File: src/rtl/dma_io_pkg.sv
// Shared types for the floppy/ACSI IO-controller channel scheduler: FSM states,
// owner codes, io_status bit layout and the round-robin pick.
package dma_io_pkg;

  typedef enum logic [1:0] {
    ST_IDLE    = 2'd0,
    ST_GRANT   = 2'd1,
    ST_ACK     = 2'd2,
    ST_HOLDOFF = 2'd3
  } state_e;

  typedef enum logic [1:0] {
    OWN_NONE = 2'b00,
    OWN_FDC  = 2'b01,
    OWN_ACSI = 2'b10
  } owner_e;

  // io_status = {busy, timeout_err, owner[1:0], last_owner[1:0], 2'b00}
  localparam int STAT_BUSY_BIT  = 7;
  localparam int STAT_TERR_BIT  = 6;
  localparam int STAT_OWNER_LSB = 4;
  localparam int STAT_LAST_LSB  = 2;

  // Quiet cycles after an ack so the served requester can drop its level.
  localparam int HOLDOFF_CYCLES = 2;

  // On a tie the requester that was not served last wins.
  function automatic owner_e rr_pick(input logic fdc, input logic acsi,
                                     input owner_e last);
    owner_e pick;
    pick = OWN_NONE;
    if (fdc && acsi) begin
      if (last == OWN_FDC) pick = OWN_ACSI;
      else                 pick = OWN_FDC;
    end else if (fdc) begin
      pick = OWN_FDC;
    end else if (acsi) begin
      pick = OWN_ACSI;
    end
    return pick;
  endfunction

endpackage

File: src/rtl/io_timeout_cnt.sv
// Grant-age counter; expired is high while the count sits at TIMEOUT_CYCLES-1.
module io_timeout_cnt #(
  parameter int TIMEOUT_CYCLES = 8000000,
  parameter int TIMER_W        = 24
) (
  input  logic clk,
  input  logic reset,
  input  logic clear,
  input  logic enable,
  output logic expired
);

  localparam logic [TIMER_W-1:0] LAST_COUNT = TIMER_W'(TIMEOUT_CYCLES - 1);

  logic [TIMER_W-1:0] count_q;

  // NOTE: sequential state is written with non-blocking assignments only, so
  // every flop samples the pre-edge values regardless of process ordering.
  always_ff @(posedge clk) begin
    if (reset || clear) begin
      count_q <= '0;
    end else if (enable) begin
      count_q <= count_q + TIMER_W'(1);
    end
  end

  assign expired = (count_q == LAST_COUNT);

endmodule

File: src/rtl/dma_io_sched.sv
// Round-robin owner of the single IO-controller transfer channel shared by the
// FDC and ACSI controllers, with completion ack pulses and a grant timeout.
module dma_io_sched
  import dma_io_pkg::*;
#(
  parameter int TIMEOUT_CYCLES = 8000000,
  parameter int TIMER_W        = 24
) (
  input  logic       clk,
  input  logic       reset,
  input  logic       fdc_req,
  output logic       fdc_ack,
  input  logic       acsi_req,
  output logic       acsi_ack,
  input  logic       io_strobe,
  output logic [1:0] io_owner,
  output logic       io_busy,
  output logic       timeout_err,
  output logic [7:0] io_status
);

  state_e state_q, state_d;
  owner_e owner_q, owner_d;
  owner_e last_q, last_d;
  owner_e grant_sel;
  logic   busy_q, busy_d;
  logic   terr_q, terr_d;
  logic   fdc_ack_q, fdc_ack_d;
  logic   acsi_ack_q, acsi_ack_d;
  logic   hold_q, hold_d;
  logic   owner_req;
  logic   tmr_clear, tmr_en, tmr_expired;

  assign grant_sel = rr_pick(fdc_req, acsi_req, last_q);
  assign owner_req = (owner_q == OWN_FDC) ? fdc_req : acsi_req;
  assign tmr_en    = (state_q == ST_GRANT);
  assign tmr_clear = !tmr_en;

  io_timeout_cnt #(
    .TIMEOUT_CYCLES(TIMEOUT_CYCLES),
    .TIMER_W       (TIMER_W)
  ) u_timer (
    .clk    (clk),
    .reset  (reset),
    .clear  (tmr_clear),
    .enable (tmr_en),
    .expired(tmr_expired)
  );

  always_ff @(posedge clk) begin
    if (reset) state_q <= ST_IDLE;
    else       state_q <= state_d;
  end

  // NOTE: every signal driven here gets a default before the case statement,
  // which keeps the block purely combinational (no latches on missed paths).
  always_comb begin
    state_d    = state_q;
    owner_d    = owner_q;
    last_d     = last_q;
    busy_d     = busy_q;
    terr_d     = terr_q;
    hold_d     = hold_q;
    fdc_ack_d  = 1'b0;
    acsi_ack_d = 1'b0;

    case (state_q)
      ST_IDLE: begin
        if (grant_sel != OWN_NONE) begin
          owner_d = grant_sel;
          busy_d  = 1'b1;
          terr_d  = 1'b0;
          state_d = ST_GRANT;
        end
      end
      ST_GRANT: begin
        // A real completion beats both the timeout and a dropped request.
        if (io_strobe || tmr_expired) begin
          terr_d     = !io_strobe;
          fdc_ack_d  = (owner_q == OWN_FDC);
          acsi_ack_d = (owner_q == OWN_ACSI);
          state_d    = ST_ACK;
        end else if (!owner_req) begin
          owner_d = OWN_NONE;
          busy_d  = 1'b0;
          state_d = ST_IDLE;
        end
      end
      ST_ACK: begin
        last_d  = owner_q;
        owner_d = OWN_NONE;
        busy_d  = 1'b0;
        hold_d  = 1'b0;
        state_d = ST_HOLDOFF;
      end
      ST_HOLDOFF: begin
        if (hold_q == 1'(HOLDOFF_CYCLES - 1)) state_d = ST_IDLE;
        else                                  hold_d  = hold_q + 1'b1;
      end
      default: state_d = ST_IDLE;
    endcase
  end

  always_ff @(posedge clk) begin
    if (reset) begin
      owner_q    <= OWN_NONE;
      last_q     <= OWN_ACSI;
      busy_q     <= 1'b0;
      terr_q     <= 1'b0;
      hold_q     <= 1'b0;
      fdc_ack_q  <= 1'b0;
      acsi_ack_q <= 1'b0;
    end else begin
      owner_q    <= owner_d;
      last_q     <= last_d;
      busy_q     <= busy_d;
      terr_q     <= terr_d;
      hold_q     <= hold_d;
      fdc_ack_q  <= fdc_ack_d;
      acsi_ack_q <= acsi_ack_d;
    end
  end

  assign io_owner    = owner_q;
  assign io_busy     = busy_q;
  assign timeout_err = terr_q;
  assign fdc_ack     = fdc_ack_q;
  assign acsi_ack    = acsi_ack_q;

  always_comb begin
    io_status                         = '0;
    io_status[STAT_BUSY_BIT]          = busy_q;
    io_status[STAT_TERR_BIT]          = terr_q;
    io_status[STAT_OWNER_LSB +: 2]    = owner_q;
    io_status[STAT_LAST_LSB +: 2]     = last_q;
  end

endmodule

File: config.mk
export PLATFORM = sky130hd
export DESIGN_NAME = dma_io_sched
export DESIGN_NICKNAME = d
export VERILOG_FILES = /design/src/rtl/dma_io_pkg.sv /design/src/rtl/io_timeout_cnt.sv /design/src/rtl/dma_io_sched.sv
export SDC_FILE = /design/constraint.sdc
export NUM_CORES = 1
export LEC_CHECK = 0
export BUFFER_PORTS_ARGS = -buffer_cell sky130_fd_sc_hd__buf_2
export CORE_MARGIN = 2
export CORE_UTILIZATION = 45
export CTS_CLUSTER_DIAMETER = 100
export CTS_CLUSTER_SIZE = 28
export DETAILED_ROUTE_END_ITERATION = 12
export PLACE_DENSITY_LB_ADDON = 0.25
export SYNTH_ARGS = -nofsm -noshare
export SYNTH_HDL_FRONTEND = slang
export SYNTH_HIERARCHICAL = 1
export SYNTH_SLANG_ARGS = --single-unit
File: constraint.sdc
create_clock -name clk -period 2.2 [get_ports clk]
set_clock_uncertainty 0.1 [all_clocks]
set_input_delay 0.55 -clock clk [delete_from_list [all_inputs] [get_ports clk]]
set_output_delay 0.55 -clock clk [all_outputs]
set_load 0.05 [all_outputs]
* Yosys cells after proc, flatten, opt, wreduce, memory -nomap -nowiden
Index checks and enable logic that the tools add are counted.
Operators by class: add/sub/neg operators 2, $mul 0, divide/modulo/power cells 0, $lt $le $gt $ge 0, equality and inequality tests 13, shift-type cells 0, mux-type cells 22, bitwise operators 2, reductions and logical operators 14
Operator list (count):
- 24-bit by 1-bit adder with 24-bit output, second input constant | 1
- 24-bit by 23-bit equality test with 1-bit output, second input constant | 1
- 2-bit 2-to-1 mux | 10
- 2-bit inequality test, second input constant | 4
- 2-bit one-hot mux with 4 select lines | 1
- 1-bit 2-to-1 mux | 7
- 2-bit by 1-bit equality test with 1-bit output, second input constant | 3
- 2-bit equality test, second input constant | 3
- 2-bit one-hot mux with 3 select lines | 1
- 3-bit AND reduction | 2
- 2-bit nonzero test | 3
- 1-bit one-hot mux with 2 select lines | 2
- 4-bit AND reduction | 1
- 3-bit by 2-bit inequality test with 1-bit output, second input constant | 1
- 1-bit one-hot mux with 3 select lines | 1
- 3-bit nonzero test | 1
- 3-bit OR reduction | 1
- 1-bit zero test | 2
- 2-bit zero test | 1
- 1-bit logical OR | 2
- 2-bit by 1-bit inequality test with 1-bit output, second input constant | 1
- 1-bit NOT | 2
- 1-bit adder, second input constant | 1
- 1-bit logical AND | 1
Word-level totals: register bits 35, bits in latches 0, RAM bits 0, bits in read-only memories 0, word-level logic and storage cells 62, memories 0

* Logic depth before layout (Yosys ltp)
Gate-level depths: netlist (run 1).
word-level depth 6, gate-level depth with buffers 8

* Cells and area by module
Netlist (run 1), hierarchy kept.
Modules (own cells, without submodules):
- io_timeout_cnt | times used 1, cells an instance 136, area an instance 1131.1 µm²
- dma_io_sched | times used 1, cells an instance 72, area an instance 655.6 µm²

* Least setup slack after synthesis (run 1)
OpenSTA, ideal clock, no wires.
path kind register to register, from reg (tool-made name), to reg u_timer.count_q[19], setup time 0.070 ns, arrival time 2.131 ns, required time 2.030 ns, slack -0.101 ns, stages on the path, launching flop included 9, period minus slack after synthesis 2.301 ns, cell sequence dfxtp_1 inv_1 ha_1 clkbuf_2 nand3_1 or4_1 clkbuf_1 or3_1 a21oi_1
RTL lines:
- end signal: assignment | line io_timeout_cnt.sv:23 | count_q <= count_q + TIMER_W'(1);
- end: declaration | line io_timeout_cnt.sv:15 | logic [TIMER_W-1:0] count_q;

* Worst setup path after layout (run 1)
from reg u_timer.count_q[11], to reg busy_q (netlist: io_busy)
On the way: longest elaborated chain between the ends 4
RTL lines:
- 24-bit by 23-bit equality test with 1-bit output | line io_timeout_cnt.sv:27 | assign expired = (count_q == LAST_COUNT);
- net tmr_expired | line dma_io_sched.sv:32 | logic tmr_clear, tmr_en, tmr_expired;
- 1-bit logical OR | line dma_io_sched.sv:78 | if (io_strobe || tmr_expired) begin
- 2-bit inequality test (no source line)
- 4-bit AND reduction (no source line)
- end signal: assignment | line dma_io_sched.sv:116 | busy_q <= busy_d;
- end: declaration | line dma_io_sched.sv:26 | logic busy_q, busy_d;
The timed path passes the listed nets, and every way through them passes these cells. A chain may end at the register's enable or synchronous reset.

==> results.md, run 1 <==
Outcome:
- The flow ran to the end, and the final reports show no timing, DRC or antenna violations.

Routing:
- The DRC violation total after the first TritonRoute iteration is a little under 60.
- The via count normalized by instance count is 5.23.
- After detailed routing, the number of remaining DRC violations is 0.
- The average detailed-routed wire length per instance is 12.7 um.
- The number of routed nets with antenna violations is 0.
- The pre-antenna-repair detailed-routing pass consisted of 4 iterations.
- For this block, the via count after detailed routing is 1517.
- Wires add up to 3670 um.

Floorplanning:
- The floorplan step set the die height to around 67 um.
- The die span in x is 67.0 um.
- 19 I/O pins were placed.
- In this run the core area contains 22 standard-cell rows.
- The initial standard-cell utilization of the core is approximately 48%.
- The core region is 3740 um^2.
- The floorplan step defined a die boundary enclosing 4490 um^2.

Timing:
- Setup violations remaining at the end of the flow were counted as 0.
- The smallest clock period supported by the final layout is computed as 2190 ps.
- The ratio of final minimum period to clock period is 99.4%.
- The count of pins over their slew limit came to 0.
- The maximum operating frequency is 457 MHz.
- Setup repair after global routing could not meet its margin everywhere.
- The number of hold violations in the final report is 0.

Yosys:
- Summing the sequential cell areas from Yosys gives 39.2% of the chip area.
- The synthesis warning total is 6.
- The commonest cells after synthesis are sky130_fd_sc_hd__dfxtp_1 (35), sky130_fd_sc_hd__nor2_1 (21), sky130_fd_sc_hd__a21oi_1 (15), sky130_fd_sc_hd__nand2_1 (15).
- The cell taking the most area after synthesis is sky130_fd_sc_hd__dfxtp_1.
- The most common cell in the netlist is sky130_fd_sc_hd__dfxtp_1.
- The post-synthesis average cell area is 8.59 um^2.
- The number of distinct standard cells referenced by the synthesized netlist is 42.
- Counting flops with a built-in enable in the synthesized netlist gives 0.
- The most common flop cell mapped by yosys is sky130_fd_sc_hd__dfxtp_1.
- The area of the mapped netlist is 1790 um^2.
- Summed over its instances, the top area cell type makes up 39.2% of the synthesized netlist area.
- The share of synthesized registers carrying an async set or reset is 0%.
- The gate count after technology mapping is 208.
- The number of register bits inferred by synthesis is 35.
- By area the synthesized netlist is led by sky130_fd_sc_hd__dfxtp_1 (39%), sky130_fd_sc_hd__ha_1 (4.9%), sky130_fd_sc_hd__nor2_1 (4.4%).

Layout:
- The final antenna diode count is 0.
- The area growth from synthesis to layout is 22.6%.
- The final layout net count is 253.
- The final non-filler cell area is 2190 um^2.
- Cells with a size suffix above 1 make up 26.0% of the layout.

Power and ir drop:
- The combinational cell fraction of total power is 21.0%.
- In this run, the clock network consumes 34.5% of the power.
- Power comes to 0.00150 W.
- The leakage power figure is roughly 0.81 nW.
- Power spread over the standard cell area amounts to approximately 690 nW/um^2.
- In this run the power spent charging and discharging nets is 0.000445 W.
- The internal power of the cells is roughly 0.0011 W.
- The worst IR drop on VDD is roughly 0.46 mV.
- Of the total power, the share spent switching nets is between 20% and 30%.
- The share of total power dissipated in sequential elements is 44.5%.

Placement:
- The routability congestion estimate is around 0.88.
- The total half-perimeter wirelength after legalization and detailed placement is 2640 um.
- The number of buffers added on ports is 16.
- The cell area after placement is 2040 um^2.

Worst setup path:
- The startpoint identified for the worst register-to-register timing path is u_timer/count_q[11].
- The start point of the critical path is u_timer/count_q[11].
- The class of the most critical setup path is flop to flop.
- The data arrival time of the critical path is ~2300 ps.
- At the worst endpoint, the required time is 2280 ps.
- Along the worst path, the maximum fanout reaches 3.
- The endpoint class of the critical path is a flop.
- The worst setup path is launched from a flop.

Global route:
- Entering global routing, the biggest net connects 21 pins.
- For this run the aggregate overflow at the end of global routing stands at 0.
- The global-route wire length before repair is 6260 um.
- In the global route stage, overall resource usage came out at between 10% and 20%.
- The via count of the first global-routing pass is 1394.
- The number of antenna violations at the first check in global routing was 0.

Clock network:
- Buffers inserted to repair hold after CTS numbered 0.
- After clock tree synthesis, the clock-pin slew on the worst setup and hold paths is 70 ps.
- The clock passes through at most 2 buffers.
- The number of buffers created by CTS is 5.
- The clock sink count is 35.
- The insertion delay of the later-clocked pin in the worst-skew pair is 290 ps.
- TritonCTS built the clock tree.
- The CTS H-tree depth is 2.
- CTS placed an instance of sky130_fd_sc_hd__clkbuf_8 at the clock tree root.

Run:
- The number of maximum-capacitance violations is 0.

Min path:
- The startpoint of the worst hold path is hold_q.
- The path class of the tightest hold or removal check is flop to flop.
[final timing paths]
| check | end | slack [ps] | cells after the start |
|---|---|---|---|
| min | hold_q | 380 | 2 |
| min reg2reg | hold_q | 380 | 2 |
| max reg2reg | io_busy | 10 | 8 |
| max | io_busy | 10 | 8 |
[worst max-delay path: stages, from the launching register on]
cell,delay [ps]
sky130_fd_sc_hd__dfxtp_2,340
sky130_fd_sc_hd__nor4b_4,270
sky130_fd_sc_hd__nand4_1,120
sky130_fd_sc_hd__or3_4,350
sky130_fd_sc_hd__nor4_4,280
sky130_fd_sc_hd__o21ai_2,110
sky130_fd_sc_hd__nand2_1,80
sky130_fd_sc_hd__or3_4,130
sky130_fd_sc_hd__mux2_4,290
[placed cells by master, fill, tap and decap left out, types with 2 or more instances in the layout]
cell type                  synthesis  layout
sky130_fd_sc_hd__a21oi_1          15      15
sky130_fd_sc_hd__and4_1            2       2
sky130_fd_sc_hd__buf_2             1      16
sky130_fd_sc_hd__buf_4             7      21
sky130_fd_sc_hd__clkbuf_8          0       7
sky130_fd_sc_hd__conb_1            1       2
sky130_fd_sc_hd__dfxtp_1          35      34
sky130_fd_sc_hd__ha_1              7       6
sky130_fd_sc_hd__inv_1             8       8
sky130_fd_sc_hd__mux2i_1           6       6
sky130_fd_sc_hd__nand2_1          15      15
sky130_fd_sc_hd__nand2b_1          3       3
sky130_fd_sc_hd__nand3_1           9       9
sky130_fd_sc_hd__nand3b_1          2       2
sky130_fd_sc_hd__nand4_1           5       5
sky130_fd_sc_hd__nor2_1           21      20
sky130_fd_sc_hd__nor3_1            4       4
sky130_fd_sc_hd__nor4_1            3       2
sky130_fd_sc_hd__nor4b_1           3       2
sky130_fd_sc_hd__o21ai_0           7       7
sky130_fd_sc_hd__o31ai_1           7       7
sky130_fd_sc_hd__or3_1             7       6
sky130_fd_sc_hd__or3_4             1       2
sky130_fd_sc_hd__or4_1             9       7
sky130_fd_sc_hd__or4_4             0       2
sky130_fd_sc_hd__xnor2_1           7       7
sky130_fd_sc_hd__xor2_1            3       3
[per-stage QoR]
stage / hold WS [ps] / setup slack, ps / instances / util [%] / setup TNS, ps
2_1_floorplan: 350 / 11.9 / 209 / - / 0
3_3_place_gp: 366 / -89.0 / 282 / 54.4 / -299
3_5_place_dp: 374 / -183 / 282 / 54.4 / -979
4_1_cts: 391 / 15.0 / 290 / 57.8 / 0
5_1_grt: 410 / -98.3 / 290 / 58.5 / -386
6_report: 384 / 12.7 / 290 / 58.5 / 0
[flip-flops by register name, indices dropped and copies added, names as in the netlist, named ones only]
name             flops
state_q              1
io_owner             2
u_timer/count_q     24
timeout_err          1
fdc_ack              1
last_q               2
acsi_ack             1
hold_q               1
io_busy              1
[power groups by stage]
stage          logic (W)  clock network (W)  registers (W)
2_1_floorplan   0.000200                  0       0.000726
3_5_place_dp    0.000300                  0       0.000683
6_report        0.000315           0.000518       0.000669
4_1_cts         0.000303           0.000540       0.000669
3_3_place_gp    0.000299                  0       0.000683
5_1_grt         0.000341           0.000561       0.000671
[final cells by class]
cell class	instances	area, um^2
Clock buffer	8	100
Fill cell	347	1550
Inverter	8	30.0
Multi-Input combinational cell	153	1050
Sequential cell	35	702
Tap cell	48	60.1
Timing Repair Buffer	38	249
[kinds of logic after synthesis]
kind of cell | count (synthesis) | share of synthesized area (%)
AO/OA/AOI/OAI | 36 | 12.3
XOR/XNOR | 10 | 4.90
adder cells (fa/ha/maj) | 7 | 4.90
buffers and inverters | 21 | 6.02
flip-flops | 35 | 39.2
multiplexers | 7 | 4.20
other | 1 | 0.210
AND/OR/NAND/NOR | 91 | 28.3
[metal layers]
metal  global-route usage, %  up-vias  routed length (um)
met5                       0        -                   0
met3                    6.42        9                 143
met1                    24.7      689                1840
met4                    8.93        0                  80
met2                    27.4       18                1600
li1                        -      801                   -
[timing repair]
action,CTS,global route
setup buffers,0,0
setup endpoints to repair,7,14
pin swaps,6,1
resized for setup,5,8
Note: power is estimated with default switching activity, not from simulation.
==> run 2, diff against run 1 <==
ABC_AREA = 1   (was not set)
CORE_UTILIZATION = 53   (was 45)
==> results.md, run 2 <==
Worst setup path:
- The class of the most critical setup path is flop to flop.
- Of all nets on the critical path, the largest fanout is 11.
- The data arrival time of the critical path is 2010 ps.
- The startpoint type of the worst setup path is a flop.
- The delay of the slowest cell on the worst path is 380 ps.
- The endpoint class of the critical path is a flop.
- The signal on the critical path passes through inv_1 -> ha_1 -> nand2_1 -> nor2_4 -> nand3_1 -> nor2_2 -> nand3_1 -> nand2_1 -> nor2_1.
- At the worst endpoint, the required time is 2280 ps.
- The critical-path cell with the highest stage delay is sky130_fd_sc_hd__ha_1.

Routing:
- The routed layout has 1773 vias.
- In the routed layout, each cell is associated on average with a via count of 5.05.
- The remaining routing DRC violations is 0.
- The count of nets left with antenna violations once routing finished came out at 0.
- The detailed-router iteration count before antenna repair is 4.
- The average detailed-routed wire length per instance is 11.1 um.
- Summed over all layers, the routed wires come to 3910 um.
- The DRC violation total after the first TritonRoute iteration is around 130.

Outcome:
- The flow ran to the end, and the final reports show no timing, DRC or antenna violations.

Timing:
- The final critical path time including I/O delays and setup is 1920 ps.
- The number of endpoints failing setup at the final stage is 0.
- The final setup TNS is 0 ps.
- The number of hold violations in the final report is 0.
- Setup repair after global routing left no endpoint under its margin.
- The maximum operating frequency is 520 MHz.
- The count of pins over their slew limit is 0.
- The ratio of final minimum period to clock period is 87.4%.

Global route:
- The first global-routing pass estimated 7000 um of wire.
- The number of antenna violations at the first check in global routing is 0.
- The global-route usage over all layers is 21.5%.
- The total grt overflow is 0.
- Entering global routing, the biggest net connects 18 pins.
- The via count of the first global-routing pass was between 1500 and 2000.

Yosys:
- Sequential elements use 36.0% of the synthesized area.
- Ranked by total cell area, the synthesized netlist is headed by sky130_fd_sc_hd__dfxtp_1 (36%), sky130_fd_sc_hd__nand2_1 (12%), sky130_fd_sc_hd__nor2_1 (9.1%).
- The cell taking the most area after synthesis is sky130_fd_sc_hd__dfxtp_1.
- The Yosys step of the flow raised 6 warnings.
- The most common cell in the netlist is sky130_fd_sc_hd__nand2_1.
- In this run, distinct cell masters in the synthesized netlist total 28.
- In the synthesized netlist, the cells that appear most often are sky130_fd_sc_hd__nand2_1 (63), sky130_fd_sc_hd__nor2_1 (47), sky130_fd_sc_hd__dfxtp_1 (35), sky130_fd_sc_hd__inv_1 (29), sky130_fd_sc_hd__a21oi_1 (22).
- Among all flip-flop cells after synthesis, the most frequent one is sky130_fd_sc_hd__dfxtp_1.
- The area of the mapped netlist is 1940 um^2.
- Counting flops with an async set or reset pin after synthesis yields a share of 0%.
- Each instance of the synthesized netlist takes up on average approximately 7 um^2.
- The number of register bits inferred by synthesis is 35.
- Counting flops with a built-in enable in the synthesized netlist gives 0.
- Synthesis produced a netlist whose cell count is 284.
- In this run the biggest area consumer among cell types represents between 30 and 40% of the synthesized area.

Layout:
- The most common library cell in the layout ignoring fill and taps is sky130_fd_sc_hd__nand2_1.
- The ratio of cells with drive above 1 in the final layout is 14.9%.
- The library cells used most frequently in the layout, excluding fill and tap cells, are sky130_fd_sc_hd__nand2_1 (63), sky130_fd_sc_hd__nor2_1 (47), sky130_fd_sc_hd__dfxtp_1 (35).
- The register with the most flip-flops in the layout has 24 of them.
- The largest register by flop count is u_timer/count_q.
- The final layout net count is between 300 and 400.
- The finished cells cover approximately 2100 um^2.
- The layout-stage area growth over the synthesis result is 10.4%.
- Once layout is complete, the utilization of the core stands at 59.5%.
- The final antenna diode count is 0.

Floorplanning:
- In this run the core area contains 22 standard-cell rows.
- The total die area is about 4200 um^2.
- Measured along the x axis, the die boundary spans 64.6 um.
- 19 I/O pins were placed.
- In this run the standard cell core region covers 3610 um^2.
- The vertical extent of the die is 64.6 um.
- The initial utilization of the core area, before any placement, comes to roughly 54%.

Power and ir drop:
- VDD sags by at most 0.540 mV.
- In this run the power density over the cells is roughly 910 nW/um^2.
- The analysis attributes to cell leakage a power of 0.980 nW.

Clock network:
- The total of cells resized after clock tree synthesis is 0.
- The insertion delay of the later-clocked pin in the worst-skew pair is 280 ps.
- The total setup buffers inserted after CTS is 0.
- The CTS H-tree depth is 2.
- The number of buffers created by CTS is 5.
- No sink is reached through more buffers than the 2 on the longest clock path.
- For this design, the CTS-stage hold fixing added 0 buffers.
- After clock tree synthesis, the clock-pin slew on the worst setup and hold paths is ~70 ps.
- Clock tree synthesis selected as its root buffer the cell sky130_fd_sc_hd__clkbuf_8.
- The clock tree from TritonCTS is built.
- The tree built by TritonCTS fans out to 35 sinks.

Placement:
- After legalization and detailed placement, the total HPWL measured 3040 um.
- After detailed placement, the total cell area comes to 2050 um^2.
- During placement, the flow inserted port buffers numbering 16.
- The routability congestion estimate is 0.849.

Run:
- The number of maximum-capacitance violations is 0.

Min path:
- The worst hold path belongs to the class flop to flop.
[run 2: cell count changes in the layout (fill, tap and decap cells not counted), sizes merged, moves of 4 or more]
| cell | previous run | this run |
|---|---|---|
| o31ai | 7 | 0 |
| a21oi | 15 | 23 |
| nor2 | 21 | 56 |
| or3 | 8 | 0 |
| buf | 38 | 17 |
| nand2 | 15 | 68 |
| mux2i | 6 | 0 |
| inv | 8 | 33 |
| or4 | 9 | 0 |
| nand2b | 4 | 0 |
| xnor2 | 7 | 0 |
| o21ai | 8 | 12 |
| nand3 | 10 | 23 |
[run 2: worst max-delay path: cells and delay by family (launching register included)]
family                     cells  cell delay [ps]
and+or+nand+nor                7              890
adders and majority gates      1              380
DFF                            1              340
buffers and inverters          1              130
[run 2: cells by family after synthesis]
| group | Yosys count | share of synthesized area [%] |
|---|---|---|
| flops | 35 | 36.0 |
| fa+ha+maj | 7 | 4.50 |
| buf+inv | 40 | 8.94 |
| xor+xnor | 2 | 0.901 |
| simple gates | 159 | 38.3 |
| compound gates | 40 | 11.1 |
| other cells | 1 | 0.193 |
[run 2: layout make-up]
cell class | count | area (um^2)
multi-input combinational | 210 | 1070
timing repair buffer | 17 | 87.6
tap | 48 | 60.1
sequential | 35 | 701
inverter | 33 | 124
clock buffer | 8 | 100
fill | 358 | 1460
[run 2: layer usage]
layer / part of all wire (%) / vias to the layer above / global-route usage [%]
li1: - / 940 / -
met5: 0 / - / 0
met1: 45 / 787 / 25.3
met3: 4.5 / 7 / 6.08
met4: 1.8 / 0 / 7.45
met2: 49 / 39 / 37.4
[run 2: report_power, final]
part,internal [W],leakage [nW],switching (W),total [W]
Sequential,0.000694,0.283,0.0000553,0.000750
Clock,0.000286,0.0515,0.000225,0.000511
Combinational,0.000195,0.645,0.000492,0.000687
Total,0.00118,0.980,0.000773,0.00195
[run 2: final timing paths]
| check | slack [ps] | cells past startpoint | from | endpoint |
|---|---|---|---|---|
| hold / removal | 350 | 2 | timeout_err | timeout_err |
| setup / recovery | 280 | 9 | flop | u_timer/count_q[21] |
| hold reg to reg | 350 | 2 | timeout_err | timeout_err |
| setup reg to reg | 280 | 9 | flop | u_timer/count_q[21] |
[run 2: stage by stage]
step           hold WS (ps)  total power, W  setup slack [ps]  std cells
4_1_cts                 364         0.00197               285        351
2_1_floorplan           333         0.00134               545        285
5_1_grt                 392         0.00208              54.4        351
3_3_place_gp            345         0.00145               426        343
3_5_place_dp            353         0.00146               313        343
6_report                354         0.00195               277        351
